$ cat src/rtl/mac_row_feeder_if.sv
// Handshake and mac_row drive bundle between an operand producer/job controller and mac_row_feeder.
interface mac_row_feeder_if #(
  parameter int bw      = 2,
  parameter int inst_bw = 3,
  parameter int cnt_bw  = 8
);
  logic [2*bw-1:0]   in_data;
  logic              in_valid;
  logic              in_ready;
  logic              start;
  logic              mode;
  logic [cnt_bw-1:0] n_act;
  logic [bw-1:0]     in_w0;
  logic [bw-1:0]     in_w1;
  logic [inst_bw-1:0] inst_w;
  logic              busy;
  logic              done;

  modport master (
    output in_data, in_valid, start, mode, n_act,
    input  in_ready, in_w0, in_w1, inst_w, busy, done
  );

  modport slave (
    input  in_data, in_valid, start, mode, n_act,
    output in_ready, in_w0, in_w1, inst_w, busy, done
  );
endinterface

$ cat src/rtl/mac_row_feeder.sv
// Operand FIFO plus job sequencer for one mac_row: load 2*col weights, stream n_act
// activations, then drain with idle instructions; bubbles are inserted when the FIFO runs dry.
module mac_row_feeder #(
  parameter int bw      = 2,
  parameter int col     = 4,
  parameter int inst_bw = 3,
  parameter int depth   = 8,
  parameter int cnt_bw  = 8
) (
  input logic            clk,
  input logic            reset,
  mac_row_feeder_if.slave bus
);

  localparam int AW = $clog2(depth);
  localparam int PW = AW + 1;
  localparam int NW = 2 * col;
  localparam int WW = $clog2(NW + 1);
  localparam logic [PW-1:0]     P_ONE  = PW'(1);
  localparam logic [WW-1:0]     W_ONE  = WW'(1);
  localparam logic [WW-1:0]     W_LAST = WW'(NW - 1);
  localparam logic [WW-1:0]     W_NW   = WW'(NW);
  localparam logic [cnt_bw-1:0] A_ONE  = cnt_bw'(1);

  typedef enum logic [1:0] {IDLE, LOAD, EXEC, DRAIN} state_t;

  state_t state, state_n;

  logic [2*bw-1:0]    mem [depth];
  logic [2*bw-1:0]    head;
  logic [PW-1:0]      wr_ptr, rd_ptr;
  logic               full, empty, push, pop;

  logic [WW-1:0]      wcnt, wcnt_n, dcnt, dcnt_n;
  logic [cnt_bw-1:0]  acnt, acnt_n, nact_q, nact_n;
  logic               mode_q, mode_n, done_q, done_n;
  logic [bw-1:0]      w0_q, w1_q, w0_n, w1_n;
  logic [inst_bw-1:0] inst_q, inst_n;

  // Extra pointer bit distinguishes full from empty when the indices coincide.
  assign empty = (wr_ptr == rd_ptr);
  assign full  = (wr_ptr[AW] != rd_ptr[AW]) && (wr_ptr[AW-1:0] == rd_ptr[AW-1:0]);
  assign push  = bus.in_valid && !full;
  assign head  = mem[rd_ptr[AW-1:0]];

  assign bus.in_ready = !full;
  assign bus.in_w0    = w0_q;
  assign bus.in_w1    = w1_q;
  assign bus.inst_w   = inst_q;
  assign bus.busy     = (state != IDLE);
  assign bus.done     = done_q;

  always_ff @(posedge clk) begin
    if (push) mem[wr_ptr[AW-1:0]] <= bus.in_data;
  end

  always_comb begin
    state_n = state;
    pop     = 1'b0;
    wcnt_n  = wcnt;
    acnt_n  = acnt;
    dcnt_n  = dcnt;
    mode_n  = mode_q;
    nact_n  = nact_q;
    done_n  = 1'b0;
    w0_n    = '0;
    w1_n    = '0;
    inst_n  = '0;
    case (state)
      IDLE: begin
        if (bus.start) begin
          state_n = LOAD;
          mode_n  = bus.mode;
          nact_n  = bus.n_act;
          wcnt_n  = '0;
          acnt_n  = '0;
          dcnt_n  = '0;
        end
      end
      LOAD: begin
        inst_n = {mode_q, 2'b00};
        if (!empty) begin
          pop          = 1'b1;
          {w1_n, w0_n} = head;
          inst_n       = {mode_q, 2'b01};
          wcnt_n       = wcnt + W_ONE;
          if (wcnt == W_LAST) state_n = (nact_q == '0) ? DRAIN : EXEC;
        end
      end
      EXEC: begin
        inst_n = {mode_q, 2'b00};
        if (!empty) begin
          pop          = 1'b1;
          {w1_n, w0_n} = head;
          inst_n       = {mode_q, 2'b10};
          acnt_n       = acnt + A_ONE;
          if (acnt == nact_q - A_ONE) state_n = DRAIN;
        end
      end
      DRAIN: begin
        // 2*col idle instructions flush the row, then one extra cycle reports done.
        if (dcnt == W_NW) begin
          done_n  = 1'b1;
          state_n = IDLE;
        end else begin
          inst_n = {mode_q, 2'b00};
          dcnt_n = dcnt + W_ONE;
        end
      end
      default: state_n = IDLE;
    endcase
  end

  // Output stage: drive registers update on the same edge that pops the FIFO.
  always_ff @(posedge clk) begin
    if (reset) begin
      state  <= IDLE;
      wr_ptr <= '0;
      rd_ptr <= '0;
      wcnt   <= '0;
      acnt   <= '0;
      dcnt   <= '0;
      mode_q <= 1'b0;
      nact_q <= '0;
      done_q <= 1'b0;
      w0_q   <= '0;
      w1_q   <= '0;
      inst_q <= '0;
    end else begin
      state  <= state_n;
      if (push) wr_ptr <= wr_ptr + P_ONE;
      if (pop)  rd_ptr <= rd_ptr + P_ONE;
      wcnt   <= wcnt_n;
      acnt   <= acnt_n;
      dcnt   <= dcnt_n;
      mode_q <= mode_n;
      nact_q <= nact_n;
      done_q <= done_n;
      w0_q   <= w0_n;
      w1_q   <= w1_n;
      inst_q <= inst_n;
    end
  end

endmodule

$ cat src/flat_wrapper.sv
// flat-port wrapper written by rule: the top's interface ports become plain ports
module mac_row_feeder_flat 
#(
  parameter int bw      = 2,
  parameter int col     = 4,
  parameter int inst_bw = 3,
  parameter int depth   = 8,
  parameter int cnt_bw  = 8
)
  (clk, reset, bus_in_data, bus_in_valid, bus_start, bus_mode, bus_n_act, bus_in_ready, bus_in_w0, bus_in_w1, bus_inst_w, bus_busy, bus_done);
  mac_row_feeder_if #(.bw(bw), .inst_bw(inst_bw), .cnt_bw(cnt_bw)) bus_i ();
  input logic clk;
  input logic reset;
  input wire logic [$bits(bus_i.in_data)-1:0] bus_in_data;
  input wire logic [$bits(bus_i.in_valid)-1:0] bus_in_valid;
  input wire logic [$bits(bus_i.start)-1:0] bus_start;
  input wire logic [$bits(bus_i.mode)-1:0] bus_mode;
  input wire logic [$bits(bus_i.n_act)-1:0] bus_n_act;
  output wire logic [$bits(bus_i.in_ready)-1:0] bus_in_ready;
  output wire logic [$bits(bus_i.in_w0)-1:0] bus_in_w0;
  output wire logic [$bits(bus_i.in_w1)-1:0] bus_in_w1;
  output wire logic [$bits(bus_i.inst_w)-1:0] bus_inst_w;
  output wire logic [$bits(bus_i.busy)-1:0] bus_busy;
  output wire logic [$bits(bus_i.done)-1:0] bus_done;
  assign bus_i.in_data = bus_in_data;
  assign bus_i.in_valid = bus_in_valid;
  assign bus_i.start = bus_start;
  assign bus_i.mode = bus_mode;
  assign bus_i.n_act = bus_n_act;
  assign bus_in_ready = bus_i.in_ready;
  assign bus_in_w0 = bus_i.in_w0;
  assign bus_in_w1 = bus_i.in_w1;
  assign bus_inst_w = bus_i.inst_w;
  assign bus_busy = bus_i.busy;
  assign bus_done = bus_i.done;
  mac_row_feeder #(.bw(bw), .col(col), .inst_bw(inst_bw), .depth(depth), .cnt_bw(cnt_bw)) u_core (.clk(clk), .reset(reset), .bus(bus_i));
endmodule
$ cat config.mk
export PLATFORM = sky130hd
export DESIGN_NAME = mac_row_feeder_flat
export DESIGN_NICKNAME = d
export VERILOG_FILES = /design/src/rtl/mac_row_feeder_if.sv /design/src/rtl/mac_row_feeder.sv /design/src/flat_wrapper.sv
export SDC_FILE = /design/constraint.sdc
export NUM_CORES = 1
export LEC_CHECK = 0
export BUFFER_PORTS_ARGS = -buffer_cell sky130_fd_sc_hd__buf_2
export CORE_MARGIN = 1.5
export CORE_UTILIZATION = 60
export DETAILED_ROUTE_END_ITERATION = 16
export PLACE_DENSITY_LB_ADDON = 0.25
export SYNTH_ARGS = -nofsm -noshare
export SYNTH_HDL_FRONTEND = slang
export SYNTH_SLANG_ARGS = --single-unit
$ cat constraint.sdc
create_clock -name clk -period 5.9 [get_ports clk]
set_input_delay 0 -clock clk [delete_from_list [all_inputs] [get_ports clk]]
set_output_delay 0 -clock clk [all_outputs]
set_load 0.05 [all_outputs]
# After elaboration in Yosys (flattened, before gate mapping)
# Memories as Yosys holds them, arrays and structs flattened. A register that Yosys moved wholly into a read port is not among the register bits.
# Index checks and enable logic that the tools add are counted.
[totals]
output_inout_bits = 10
n_memories = 1
ff_bits = 39
inputBits = 17
wordCells = 77
ram_bits = 32
[memory_table]
columns = ["name", "words", "width", "rd", "rd_ports_with_merged_regs", "write_ports", "line", "rtl"]
rows = [
  ["u_core.mem", 8, 4, 1, 1, 1, "mac_row_feeder.sv:29", "logic [2*bw-1:0] mem [depth];"],
]
[classes]
reduce_logical = 17
n_addsub = 6
bitwise = 2
n_eq_ne = 16
n_mux = 25
[ops]
columns = ["cell", "count"]
rows = [
  ["4-bit by 1-bit adder with 4-bit output, second input constant", 4],
  ["8-bit two-way mux", 2],
  ["4-bit one-hot mux with 2 select lines", 2],
  ["8-bit one-hot mux with 2 select lines", 1],
  ["2-bit two-way mux", 7],
  ["4-bit two-way mux", 3],
  ["3-bit one-hot mux with 3 select lines", 1],
  ["3-bit AND reduction", 3],
  ["8-bit by 1-bit adder with 8-bit output, second input constant", 1],
  ["8-bit equality test", 1],
  ["8-bit zero test", 1],
  ["2-bit != test, second input constant", 4],
  ["2-bit one-hot mux with 4 select lines", 1],
  ["2-bit nonzero test", 4],
  ["8-bit by 1-bit subtractor with 8-bit output, second input constant", 1],
  ["1-bit two-way mux", 7],
  ["2-bit by 1-bit != test with 1-bit output, second input constant", 3],
  ["6-bit AND reduction", 1],
  ["2-bit equality test, second input constant", 2],
  ["4-bit by 3-bit equality test with 1-bit output, second input constant", 1],
  ["4-bit equality test", 1],
  ["4-bit equality test, second input constant", 1],
  ["2-bit OR reduction", 2],
  ["3-bit equality test", 1],
  ["9 further kinds", 11],
]

# Depth between registers and ports, before layout
# Gate-level depths: netlist of the first run.
[depth]
ltp_word = 6
ltp_mapped = 10
depth_no_buf = 8

# Worst setup path after synthesis of the first run
# Ideal clock, no wire load.
[synth_timing]
path_type = "register -> register"
start = "register u_core.nact_q[0]"
end = "register u_core.state[0]"
required_time_ns = 5.814
t_arrival_ns = 1.943
period_less_slack_ns = 2.030
path_stages_with_launch = 9
setup_time_ns = 0.086
n_path_buf = 0
path_slack_ns = 3.870
path_cell_list = "dfxtp_1 -> inv_1 -> ha_1 -> and2_1 -> o21a_1 -> o31a_1 -> nor4_2 -> o22ai_1 -> a221oi_2"
[synth_between]
elab_chain_cells = 5
word_cells_on_any_way = 9
cone_classes = "add/sub: 1; eq/ne: 2; mux: 4; reduce/logical: 2"
[synth_lines]
columns = ["element", "line", "rtl"]
rows = [
  ["start, declared", "mac_row_feeder.sv:35", "logic [cnt_bw-1:0] acnt, acnt_n, nact_q, nact_n;"],
  ["start signal, assigned", "mac_row_feeder.sv:137", "nact_q <= nact_n;"],
  ["branches (longest 5 deep; another with 8-bit by 1-bit subtractor with 8-bit output)", "--", ""],
  ["end signal, assigned", "mac_row_feeder.sv:130", "state <= state_n;"],
  ["end, declared", "mac_row_feeder.sv:27", "state_t state, state_n;"],
]
# Parallel ways; which one is timed is not known. The select of a mux whose other input is x is not followed.
# A chain may end at the register's enable or synchronous reset.

# Worst setup path in the final report of the first run
[layout_timing]
start = "register u_core.rd_ptr[0]"
end = "register u_core.state[1]"
[layout_between]
elab_chain_cells = 3
word_cells_on_any_way = 4
cone_classes = "eq/ne: 3; reduce/logical: 1"
[layout_lines]
columns = ["element", "line", "rtl"]
rows = [
  ["start, declared", "mac_row_feeder.sv:31", "logic [PW-1:0] wr_ptr, rd_ptr;"],
  ["start signal, assigned", "mac_row_feeder.sv:132", "if (pop) rd_ptr <= rd_ptr + P_ONE;"],
  ["4-bit equality test (*)", "mac_row_feeder.sv:41", "assign empty = (wr_ptr == rd_ptr);"],
  ["2-bit != test (no source line)", "--", ""],
  ["6-bit AND reduction (no source line) (*)", "--", ""],
]
# Every way passes the cells marked *; elsewhere a longest branch is shown, timed or not.

==> impl_metrics.sql, run 1 <==
INSERT INTO impl_metrics (metric_group, metric, value, unit) VALUES
('worst_setup_path', 'cpMaxStageDelayCell', 'dfxtp_1', ''),
('timing', 'actual_transition_at_the_worst_max_transition_pin', '726', 'ps'),
('worst_setup_path', 'crit_path_end_kind', 'flip-flop', ''),
('worst_setup_path', 'timing.rr.start', 'u_core.rd_ptr[0]$_SDFFE_PP0P_', ''),
('power', 'power_per_cell_area', '376', 'nW/um2'),
('drt', 'wl_per_cell', '16.2', 'um'),
('clock_network', 'cts.hold.buffers_added', '14', ''),
('logic_synthesis', 'compound_gate_fraction_of_synth_area', '0.0933', ''),
('logic_synthesis', 'ys_seq_area_frac', '0.516', ''),
('logic_synthesis', 'synth.avg_cell_area', '10.9', 'um2'),
('logic_synthesis', 'synth_enable_flop_cells', '32', ''),
('run_status', 'outcome', 'completed', ''),
('die', 'dieHeight', '79.7', 'um'),
('die', 'io_pins', '27', ''),
('drt', 'routed_wire_length', '7100', 'um'),
('clock_network', 'post_cts_resize_count', '0', ''),
('worst_setup_path', 'wp_buf_inv', '0', ''),
('global_route', 'grt_usage', '0.247', ''),
('logic_synthesis', 'post_synth_inst_count', '324', ''),
('logic_synthesis', 'synthDistinctLibCells', '54', ''),
('global_route', 'grt_overflow', '0', ''),
('finish', 'drive_above_1_share', '0.172', ''),
('worst_setup_path', 'worstPathMaxFanout', '12', ''),
('logic_synthesis', 'synth-adder-area-share', '0.0390', ''),
('timing', 'setup_violation_total_in_the_final_timing_report', '0', ''),
('timing', 'layout_min_cycle_time', '2470', 'ps'),
('logic_synthesis', 'synth_top_family_by_area', 'simple AND/OR/NAND/NOR gates', ''),
('timing', 'postLayoutSetupSlackWorst', '3430', 'ps'),
('finish', 'num_antenna_cells', '0', ''),
('die', 'design.die.area', '6350', 'um2'),
('timing', 'grt_setup_unrepaired', 'no', ''),
('finish', 'n_fill_cell', '390', ''),
('worst_setup_path', 'cell_by_cell_listing_of_the_critical_path', 'xor2_2 -> nor4_4 -> o21ai_2 -> and4b_4 -> or3_1 -> a21oi_2', ''),
('placement', 'routabilityCongestion', '0.821', ''),
('finish', 'areaGrowthSynthToFinish', '14.3', '%'),
('clock_network', 'h-tree-depth', '3', ''),
('logic_synthesis', 'post_synth_mux_area_share', '0.0685', ''),
('placement', 'place_hpwl', '4970', 'um'),
('die', 'core_area', '5570', 'um2'),
('logic_synthesis', 'netlist_area', '3530', 'um2'),
('clock_network', 'postCtsSetupRepairBufs', '0', ''),
('clock_network', 'cts_tree', 'built', ''),
('worst_setup_path', 'worst-path-stages', '6', ''),
('run', 'maxCapViolations', '0', ''),
('die', 'row_count', '27', ''),
('clock_network', 'cts_root_buf', 'clkbuf_8', ''),
('drt', 'via_count', '2487', ''),
('logic_synthesis', 'ys_ff_latch', '75', ''),
('power', 'vdd_ir_drop_max', '0.210', 'mV'),
('timing', 'slew_headroom', '0.512', ''),
('worst_setup_path', 'rrSetupSlack', '3430', 'ps'),
('worst_setup_path', 'max_stage_delay', '780', 'ps'),
('finish', 'util_after_layout', '0.723', ''),
('drt', 'detailedRoute.firstPassIterationCount', '5', ''),
('clock_network', 'cts_max_path_buffers', '2', ''),
('logic_synthesis', 'yosysWarningCount', '0', ''),
('worst_setup_path', 'critical_path_class', 'flip-flop to flip-flop', ''),
('power', 'leakage', '1.49', 'nW'),
('global_route', 'grt_first_pass_wirelength', '11800', 'um'),
('global_route', 'antenna_found_initial', '0', ''),
('clock_network', 'cts_made_buffers', '9', ''),
('drt', 'first_iter_violations', '127', ''),
('timing', 'count_of_final_hold_check_violations', '0', ''),
('timing', 'min_period_over_period', '0.419', ''),
('drt', 'via_density', '5.67', ''),
('logic_synthesis', 'synthXorXnorAreaFrac', '0.0713', ''),
('worst_setup_path', 'cp_data_arrival_time', '2750', 'ps'),
('finish', 'fin_nets', '390', ''),
('clock_network', 'worst_skew_pair.late_latency', '350', 'ps'),
('worst_setup_path', 'timing.critical_path.required', '6180', 'ps'),
('timing', 'report.final.slew_viol_count', '0', '');
cells in the mapped netlist, drive strengths merged, types with 5 or more instances:
master  instances  area, um2
nand4           5       31.3
dfxtp          43        861
nand3          10       50.1
a21oi          19       98.9
buf             5       32.5
nand2b          8       50.1
nor3            5       25.0
nand2          35        131
edfxtp         32        961
ha             11        138
inv             9       33.8
nor4            5       52.6
xor2           18        173
mux2i           5       50.1
xnor2           9       78.8
o21ai           6       33.8
nor2           38        143
mux4            8        180
clkbuf          8       30.0
how the worst min path moves through the flow:
stage,from,end,depth (start not counted)
after global placement,bus_mode,u_core.mode_q$_SDFFE_PP0P_,3
after global routing,reset,u_core.wcnt[1]$_SDFFE_PP0P_,2
final,reset,u_core.rd_ptr[2]$_SDFFE_PP0P_,2
after detailed placement,bus_n_act[3],u_core.nact_q[3]$_SDFFE_PP0P_,3
after floorplan,bus_in_data[0],u_core.mem[0][0]$_DFFE_PP_,0
after CTS,reset,u_core.wcnt[1]$_SDFFE_PP0P_,2
final cells by class:
cell class,instances,area (um2),area share
clock buffers,9,124,0.0307
well taps,72,90.1,0.0223
multi-input cells,227,1610,0.399
clock inverters,7,83.8,0.0208
inverters,9,33.8,0.00838
flip-flops and latches,75,1820,0.452
repair buffers,40,270,0.0670
logic make-up (layout without fill, tap and decap cells):
| group | after synthesis | count (layout) |
|---|---|---|
| compound gates | 46 | 46 |
| xor+xnor | 27 | 27 |
| fa+ha+maj | 11 | 11 |
| buf+inv | 22 | 65 |
| flops | 75 | 75 |
| mux | 14 | 14 |
| simple gates | 129 | 129 |
worst reg2reg max path: stages (launching register included):
cell and delay (ps):
dfxtp_1 780, xor2_2 250, nor4_4 560, o21ai_2 120, and4b_4 220, or3_1 360, a21oi_2 120
power by group:
group	internal (mW)	switching (mW)
sequential	0.578	0.0560
clock	0.202	0.204
combinational	0.187	0.288
layer usage:
layer / global-route usage / wire (um) / up-vias
met3: 0.0377 / 194 / 15
met5: 0 / 0 / -
met1: 0.322 / 3280 / 1185
met4: 0.104 / 160 / 0
met2: 0.411 / 3460 / 54
li1: - / - / 1233
layout by cell type (no fill, tap or decap), drive strengths merged, types with 6 or more instances in the layout:
master / synthesis / routed
clkbuf: 8 / 9
dlygate4sd3: 0 / 14
dfxtp: 43 / 43
mux4: 8 / 8
ha: 11 / 11
xnor2: 9 / 9
inv: 9 / 12
edfxtp: 32 / 32
nor2: 38 / 38
buf: 5 / 26
a21oi: 19 / 19
xor2: 18 / 18
nand2: 35 / 35
nand2b: 8 / 8
o21ai: 6 / 6
nand3: 10 / 10
stage by stage:
stage                     hold slack (ps)  cells
after floorplan                      98.9    324
after global placement                244    409
after detailed placement              250    409
after CTS                             135    439
after global routing                  160    439
final                                 139    439
state kept, by name, summed over array words and instances (netlist names):
| name | flops |
|---|---|
| u_core.dcnt | 4 |
| u_core.acnt | 8 |
| u_core.rd_ptr | 4 |
| u_core.nact_q | 8 |
| u_core.bus.in_w0 | 2 |
| u_core.wcnt | 4 |
| u_core.mode_q | 1 |
| u_core.mem | 32 |
| u_core.bus.in_w1 | 2 |
| u_core.wr_ptr | 4 |
| u_core.bus.done | 1 |
| u_core.bus.inst_w | 3 |
| u_core.state | 2 |
No activity file was read; power rests on OpenSTA's default activity.
==> inputs of run 2 (changes only) <==
--- a/config.mk
+++ b/config.mk
@@ -7,7 +7,7 @@
 export LEC_CHECK = 0
 export BUFFER_PORTS_ARGS = -buffer_cell sky130_fd_sc_hd__buf_2
 export CORE_MARGIN = 1.5
-export CORE_UTILIZATION = 60
+export CORE_UTILIZATION = 59
 export DETAILED_ROUTE_END_ITERATION = 16
 export PLACE_DENSITY_LB_ADDON = 0.25
 export SYNTH_ARGS = -nofsm -noshare
==> constraint.sdc (replaced) <==
create_clock -name clk -period 2.3 [get_ports clk]
set_input_delay 0 -clock clk [delete_from_list [all_inputs] [get_ports clk]]
set_output_delay 0 -clock clk [all_outputs]
set_load 0.05 [all_outputs]
==> impl_metrics.sql, run 2 (synthesized netlist as in run 1, its figures left out) <==
INSERT INTO impl_metrics (metric_group, metric, value, unit) VALUES
('worst_setup_path', 'timing.critical_path.required', '2570', 'ps'),
('worst_setup_path', 'timing.critical_path.max_delay_family', 'compound AO/OA/AOI/OAI gates', ''),
('clock_network', 'worst_skew_pair.late_latency', '350', 'ps'),
('finish', 'num_antenna_cells', '0', ''),
('finish', 'regArea', '1820', 'um2'),
('die', 'design.die.area', '6450', 'um2'),
('placement', 'port-buffer-count', '26', ''),
('worst_setup_path', 'critical_path_class', 'flip-flop to flip-flop', ''),
('timing', 'layout_min_cycle_time', '2100', 'ps'),
('timing', 'final.setup_skew', '9.97', 'ps'),
('clock_network', 'postCtsSetupRepairBufs', '0', ''),
('finish', 'mostFrequentLayoutCells', 'dfxtp_1, nor2_1, nand2_1', ''),
('die', 'initial_utilization', '0.625', ''),
('drt', 'wl_per_cell', '15.6', 'um'),
('worst_setup_path', 'max_stage_delay', '390', 'ps'),
('run_status', 'outcome', 'completed', ''),
('worst_setup_path', 'cell_by_cell_listing_of_the_critical_path', 'inv_1 -> ha_1 -> and2_1 -> o21a_1 -> o31a_1 -> nor4_4 -> o22ai_1 -> a221oi_2', ''),
('timing', 'actual_transition_at_the_worst_max_transition_pin', '680', 'ps'),
('drt', 'via_count', '2540', ''),
('drt', 'routed_wire_length', '7090', 'um'),
('finish', 'util_after_layout', '0.735', ''),
('global_route', 'grt_first_pass_wirelength', '11700', 'um'),
('clock_network', 'cts_max_path_buffers', '2', ''),
('power', 'comb_power_share', '0.353', ''),
('power', 'netSwitchingPower', '1.49', 'mW'),
('clock_network', 'cts_tree', 'built', ''),
('global_route', 'antenna_found_initial', '0', ''),
('global_route', 'first_global_vias', '2650', ''),
('power', 'design_power_total', '3.97', 'mW'),
('timing', 'count_of_final_hold_check_violations', '0', ''),
('drt', 'detailedRoute.firstPassIterationCount', '4', ''),
('finish', 'multiInputGateArea', '1620', 'um2'),
('worst_setup_path', 'setup.worst_path.start_class', 'flip-flop', ''),
('finish', 'areaGrowthSynthToFinish', '17.6', '%'),
('finish', 'most_common_library_cell_in_the_layout_ignoring_fill_and_taps', 'dfxtp_1', ''),
('finish', 'largest_reg_flops', '32', ''),
('drt', 'via_density', '5.59', ''),
('placement', 'routabilityCongestion', '0.823', ''),
('die', 'row_count', '27', ''),
('clock_network', 'clkSinkCount', '75', ''),
('clock_network', 'clk_pin_slew', '90', 'ps'),
('finish', 'fin_nets', '405', ''),
('clock_network', 'cts_made_buffers', '9', ''),
('finish', 'drive_above_1_share', '0.209', ''),
('die', 'core_area', '5640', 'um2'),
('power', 'power_per_cell_area', '957', 'nW/um2'),
('power', 'leakage', '1.57', 'nW'),
('die', 'dieHeight', '80.3', 'um'),
('worst_setup_path', 'cp_data_arrival_time', '2360', 'ps'),
('finish', 'n_fill_cell', '385', ''),
('global_route', 'grt_usage', '0.245', ''),
('timing', 'fmaxAchievable', '0.477', 'GHz'),
('die', 'chipWidth', '80.3', 'um'),
('clock_network', 'h-tree-depth', '3', ''),
('global_route', 'pin_count_of_the_biggest_net_entering_global_routing', '33', ''),
('timing', 'report.final.slew_viol_count', '0', ''),
('global_route', 'grt_overflow', '0', ''),
('worst_setup_path', 'cpMaxStageDelayCell', 'dfxtp_2', ''),
('worst_setup_path', 'crit_path_end_kind', 'flip-flop', ''),
('hold_path', 'min-delay-path-class', 'input port to flip-flop', ''),
('run', 'maxCapViolations', '0', ''),
('timing', 'setup_violation_total_in_the_final_timing_report', '0', ''),
('timing', 'finalSetupTns', '0', 'ps'),
('drt', 'antenna_violating_nets_post_route', '0', ''),
('drt', 'first_iter_violations', '88', ''),
('power', 'vdd_ir_drop_max', '0.686', 'mV'),
('power', 'internal_power', '2.48', 'mW'),
('power', 'power_frac_clock', '0.253', ''),
('timing', 'slew_headroom', '0.543', ''),
('die', 'io_pins', '27', ''),
('worst_setup_path', 'worstPathMaxFanout', '6', ''),
('power', 'seqPwrFrac', '0.393', ''),
('worst_setup_path', 'wp_buf_inv', '1', ''),
('timing', 'min_period_over_period', '0.911', ''),
('power', 'switching_share', '0.376', ''),
('placement', 'place_hpwl', '4970', 'um'),
('drt', 'drc_errors', '0', ''),
('clock_network', 'cts_root_buf', 'clkbuf_8', '');
run 2: changes by cell type in the layout (fill, tap and decap cells not counted), sizes merged:
| cell | delta |
|---|---|
| clkinv | -1 |
| buf | +15 |
| bufinv | -1 |
| inv | +2 |
run 2: path summary, 6_finish.rpt:
path                                               startpoint                              end  slack [ps]  cells past startpoint
worst max-delay path            u_core.nact_q[0]$_SDFFE_PP0P_     u_core.state[0]$_SDFFE_PP0P_         200                      8
worst min-delay path                                    reset  u_core.bus.inst_w[1]$_SDFF_PP0_         110                      2
worst max register to register  u_core.nact_q[0]$_SDFFE_PP0P_     u_core.state[0]$_SDFFE_PP0P_         200                      8
worst min register to register     u_core.mode_q$_SDFFE_PP0P_  u_core.bus.inst_w[2]$_SDFF_PP0_         480                      1
run 2: final cells by class:
cell class | instances | share of cell area
Inverter | 9 | 0.00814
Multi-Input combinational cell | 227 | 0.390
Sequential cell | 75 | 0.440
Tap cell | 72 | 0.0217
Timing Repair Buffer | 55 | 0.0923
Clock inverter | 7 | 0.0181
Clock buffer | 9 | 0.0299
run 2: through the flow:
step | cell area [um2] | worst slack (ps) | hold slack [ps] | std cells
detailed placement | 3800 | 106 | 253 | 424
finish | 4150 | 204 | 112 | 454
floorplan | 3530 | 270 | 98.9 | 324
CTS | 4140 | 57.4 | 120 | 454
global placement | 3800 | 178 | 242 | 424
global route | 4150 | -6.79 | 140 | 454
run 2: timing repair:
action                                 CTS  global route
resized for setup                        0             4
hold buffers                            14             0
setup endpoints to repair                0             3
endpoints found under the hold margin   42             0
run 2: power by group through the flow:
stage	logic, mW	clock network [mW]	registers [mW]
after floorplan	0.972	0	1.63
after global placement	1.33	0	1.58
after detailed placement	1.36	0	1.59
after CTS	1.39	1.02	1.56
after global routing	1.54	1.08	1.57
final	1.40	1.00	1.56
run 2: per-layer routing:
layer | vias to the layer above | global-route usage | wire (um)
met5 | - | 0 | 0
met4 | 0 | 0.0690 | 104
met3 | 13 | 0.0693 | 240
met2 | 56 | 0.466 | 3730
met1 | 1218 | 0.261 | 3010
li1 | 1253 | - | -
run 2: worst register-to-register path: cells and delay by family, from the launching register on:
kind / cells / cell delay [ps]
compound gates: 4 / 860
simple gates: 2 / 480
flops: 1 / 390
fa+ha+maj: 1 / 220
buf+inv: 1 / 60
==> inputs of run 3 (changes only) <==
--- a/config.mk
+++ b/config.mk
@@ -5,10 +5,10 @@
 export SDC_FILE = /design/constraint.sdc
 export NUM_CORES = 1
 export LEC_CHECK = 0
-export BUFFER_PORTS_ARGS = -buffer_cell sky130_fd_sc_hd__buf_2
 export CORE_MARGIN = 1.5
-export CORE_UTILIZATION = 59
+export CORE_UTILIZATION = 30
 export DETAILED_ROUTE_END_ITERATION = 16
+export DONT_BUFFER_PORTS = 1
 export PLACE_DENSITY_LB_ADDON = 0.25
 export SYNTH_ARGS = -nofsm -noshare
 export SYNTH_HDL_FRONTEND = slang
==> constraint.sdc (replaced) <==
create_clock -name clk -period 1.9 [get_ports clk]
set_input_delay 0 -clock clk [delete_from_list [all_inputs] [get_ports clk]]
set_output_delay 0 -clock clk [all_outputs]
set_load 0.05 [all_outputs]
==> impl_metrics.sql, run 3 (synthesized netlist as in run 1, its figures left out) <==
INSERT INTO impl_metrics (metric_group, metric, value, unit) VALUES
('hold_path', 'min-delay-start', 'reset', ''),
('hold_path', 'min_delay_worst_endpoint', 'u_core.acnt[3]$_SDFFE_PP0P_', ''),
('clock_network', 'clkSinkCount', '75', ''),
('timing', 'setup_violation_total_in_the_final_timing_report', '2', ''),
('worst_setup_path', 'cp_data_arrival_time', '2190', 'ps'),
('clock_network', 'cts_max_path_buffers', '2', ''),
('die', 'chipWidth', '111', 'um'),
('die', 'row_count', '39', ''),
('die', 'io_pins', '27', ''),
('drt', 'antenna_violating_nets_post_route', '0', ''),
('die', 'dieHeight', '111', 'um'),
('global_route', 'grt_first_pass_wirelength', '12800', 'um'),
('finish', 'drive_above_1_share', '0.285', ''),
('timing', 'count_of_final_hold_check_violations', '0', ''),
('finish', 'regArea', '1830', 'um2'),
('finish', 'areaGrowthSynthToFinish', '31.4', '%'),
('hold_path', 'hold_path_cells', '2', ''),
('drt', 'first_iter_violations', '96', ''),
('global_route', 'antenna_found_initial', '0', ''),
('finish', 'util_after_layout', '0.406', ''),
('power', 'leakage', '1.72', 'nW'),
('finish', 'n_fill_cell', '1113', ''),
('clock_network', 'worst_skew_pair.late_latency', '330', 'ps'),
('run_status', 'outcome', 'finished with violations', ''),
('placement', 'place_hpwl', '5410', 'um'),
('timing', 'grt_setup_unrepaired', 'yes', ''),
('worst_setup_path', 'timing.critical_path.required', '2150', 'ps'),
('clock_network', 'cts_root_buf', 'clkbuf_16', ''),
('worst_setup_path', 'timing.reg2reg.worst_path_depth', '8', ''),
('global_route', 'first_global_vias', '2591', ''),
('timing', 'min_period_over_period', '1.02', ''),
('power', 'vdd_ir_drop_max', '0.562', 'mV'),
('drt', 'via_count', '2550', ''),
('die', 'initial_utilization', '0.309', ''),
('finish', 'most_common_library_cell_in_the_layout_ignoring_fill_and_taps', 'buf_4', ''),
('finish', 'largest_reg_flops', '32', ''),
('timing', 'postLayoutSetupSlackWorst', '-41.0', 'ps'),
('run_status', 'violations', 'setup timing', ''),
('drt', 'routed_wire_length', '7720', 'um'),
('power', 'design_power_total', '5.65', 'mW'),
('timing', 'fmaxAchievable', '0.515', 'GHz'),
('finish', 'fin_nets', '419', ''),
('placement', 'detailedPlace.worstSlack', '-114', 'ps'),
('placement', 'port-buffer-count', '0', ''),
('placement', 'routabilityCongestion', '0.766', ''),
('finish', 'num_antenna_cells', '0', ''),
('global_route', 'grt_usage', '0.130', ''),
('clock_network', 'h-tree-depth', '3', ''),
('timing', 'final.setup_skew', '8.25', 'ps'),
('clock_network', 'cts_made_buffers', '9', ''),
('clock_network', 'clk_pin_slew', '70', 'ps'),
('run', 'maxCapViolations', '0', ''),
('worst_setup_path', 'setup.worst_path.start_class', 'flip-flop', ''),
('drt', 'drc_errors', '0', ''),
('power', 'power_per_cell_area', '1220', 'nW/um2'),
('die', 'core_area', '11400', 'um2'),
('global_route', 'pin_count_of_the_biggest_net_entering_global_routing', '32', ''),
('worst_setup_path', 'critical_path_class', 'flip-flop to flip-flop', ''),
('drt', 'via_density', '4.73', ''),
('worst_setup_path', 'crit_path_end_kind', 'flip-flop', ''),
('drt', 'detailedRoute.firstPassIterationCount', '4', ''),
('finish', 'mostFrequentLayoutCells', 'buf_4, nor2_1, nand2_1', ''),
('hold_path', 'min-delay-path-class', 'input port to flip-flop', ''),
('worst_setup_path', 'worstReg2RegEnd', 'u_core.state[0]$_SDFFE_PP0P_', ''),
('timing', 'actual_transition_at_the_worst_max_transition_pin', '486', 'ps'),
('global_route', 'grt_overflow', '0', ''),
('drt', 'wl_per_cell', '14.3', 'um'),
('worst_setup_path', 'timing.rr.start', 'u_core.nact_q[3]$_SDFFE_PP0P_', ''),
('die', 'design.die.area', '12400', 'um2'),
('finish', 'multiInputGateArea', '1720', 'um2'),
('timing', 'layout_min_cycle_time', '1940', 'ps'),
('worst_setup_path', 'rrSetupSlack', '-40', 'ps'),
('clock_network', 'cts_tree', 'built', ''),
('timing', 'slew_headroom', '0.675', ''),
('timing', 'report.final.slew_viol_count', '0', ''),
('worst_setup_path', 'worstPathMaxFanout', '4', '');
run 3: worst max path at each step:
stage	start	endpoint	slack, ps	cells past startpoint
finish	u_core.nact_q[3]$_SDFFE_PP0P_	u_core.state[0]$_SDFFE_PP0P_	-40	8
global route	u_core.nact_q[2]$_SDFFE_PP0P_	u_core.state[0]$_SDFFE_PP0P_	-160	8
CTS	u_core.nact_q[1]$_SDFFE_PP0P_	u_core.state[0]$_SDFFE_PP0P_	-60	8
detailed placement	u_core.rd_ptr[2]$_SDFFE_PP0P_	u_core.state[0]$_SDFFE_PP0P_	-110	6
global placement	u_core.rd_ptr[2]$_SDFFE_PP0P_	u_core.state[0]$_SDFFE_PP0P_	-30	6
floorplan	u_core.state[0]$_SDFFE_PP0P_	u_core.wcnt[3]$_SDFFE_PP0P_	-2	9
run 3: area by class of cell:
| cell class | count | area share |
|---|---|---|
| Clock buffer | 9 | 0.0486 |
| Clock inverter | 7 | 0.0162 |
| Inverter | 9 | 0.00729 |
| Multi-Input combinational cell | 227 | 0.371 |
| Sequential cell | 75 | 0.395 |
| Tap cell | 143 | 0.0386 |
| Timing Repair Buffer | 69 | 0.123 |
run 3: per-layer routing:
| metal | GRT usage | up-vias | routed length [um] |
|---|---|---|---|
| li1 | - | 1290 | - |
| met1 | 0.166 | 1217 | 3640 |
| met2 | 0.213 | 32 | 3680 |
| met3 | 0.0289 | 11 | 242 |
| met4 | 0.0557 | 0 | 157 |
| met5 | 0 | - | 0 |
run 3: repair_timing:
action | 4_1_cts | 5_1_grt
endpoints found under the hold margin | 69 | 0
hold buffers | 16 | 0
setup buffers | 0 | 4
pin swaps | 0 | 15
gates resized for setup | 4 | 23
setup endpoints to repair | 3 | 10
run 3: where the power goes:
group | switching [mW] | internal [mW] | total [mW]
sequential | 0.143 | 1.80 | 1.95
clock | 0.693 | 1.02 | 1.72
combinational | 1.06 | 0.926 | 1.99
total | 1.90 | 3.75 | 5.65
run 3: stage by stage:
stage,instances,area (um2),hold WS [ps],TNS (ps)
after detailed placement,503,4020,67.6,-114
after floorplan,324,3530,98.9,-2.14
final,539,4640,5.04,-52.7
after CTS,535,4510,10.4,-60.5
after global routing,539,4640,21.3,-249
after global placement,503,4020,68.4,-29.5
run 3: critical path: stages, from the launching register on:
cell      delay [ps]
dfxtp_2          320
or3_4            410
buf_6            130
o21a_1           170
o21ai_2          150
nor4_4            70
buf_4            150
or2_1            230
a221oi_2         220
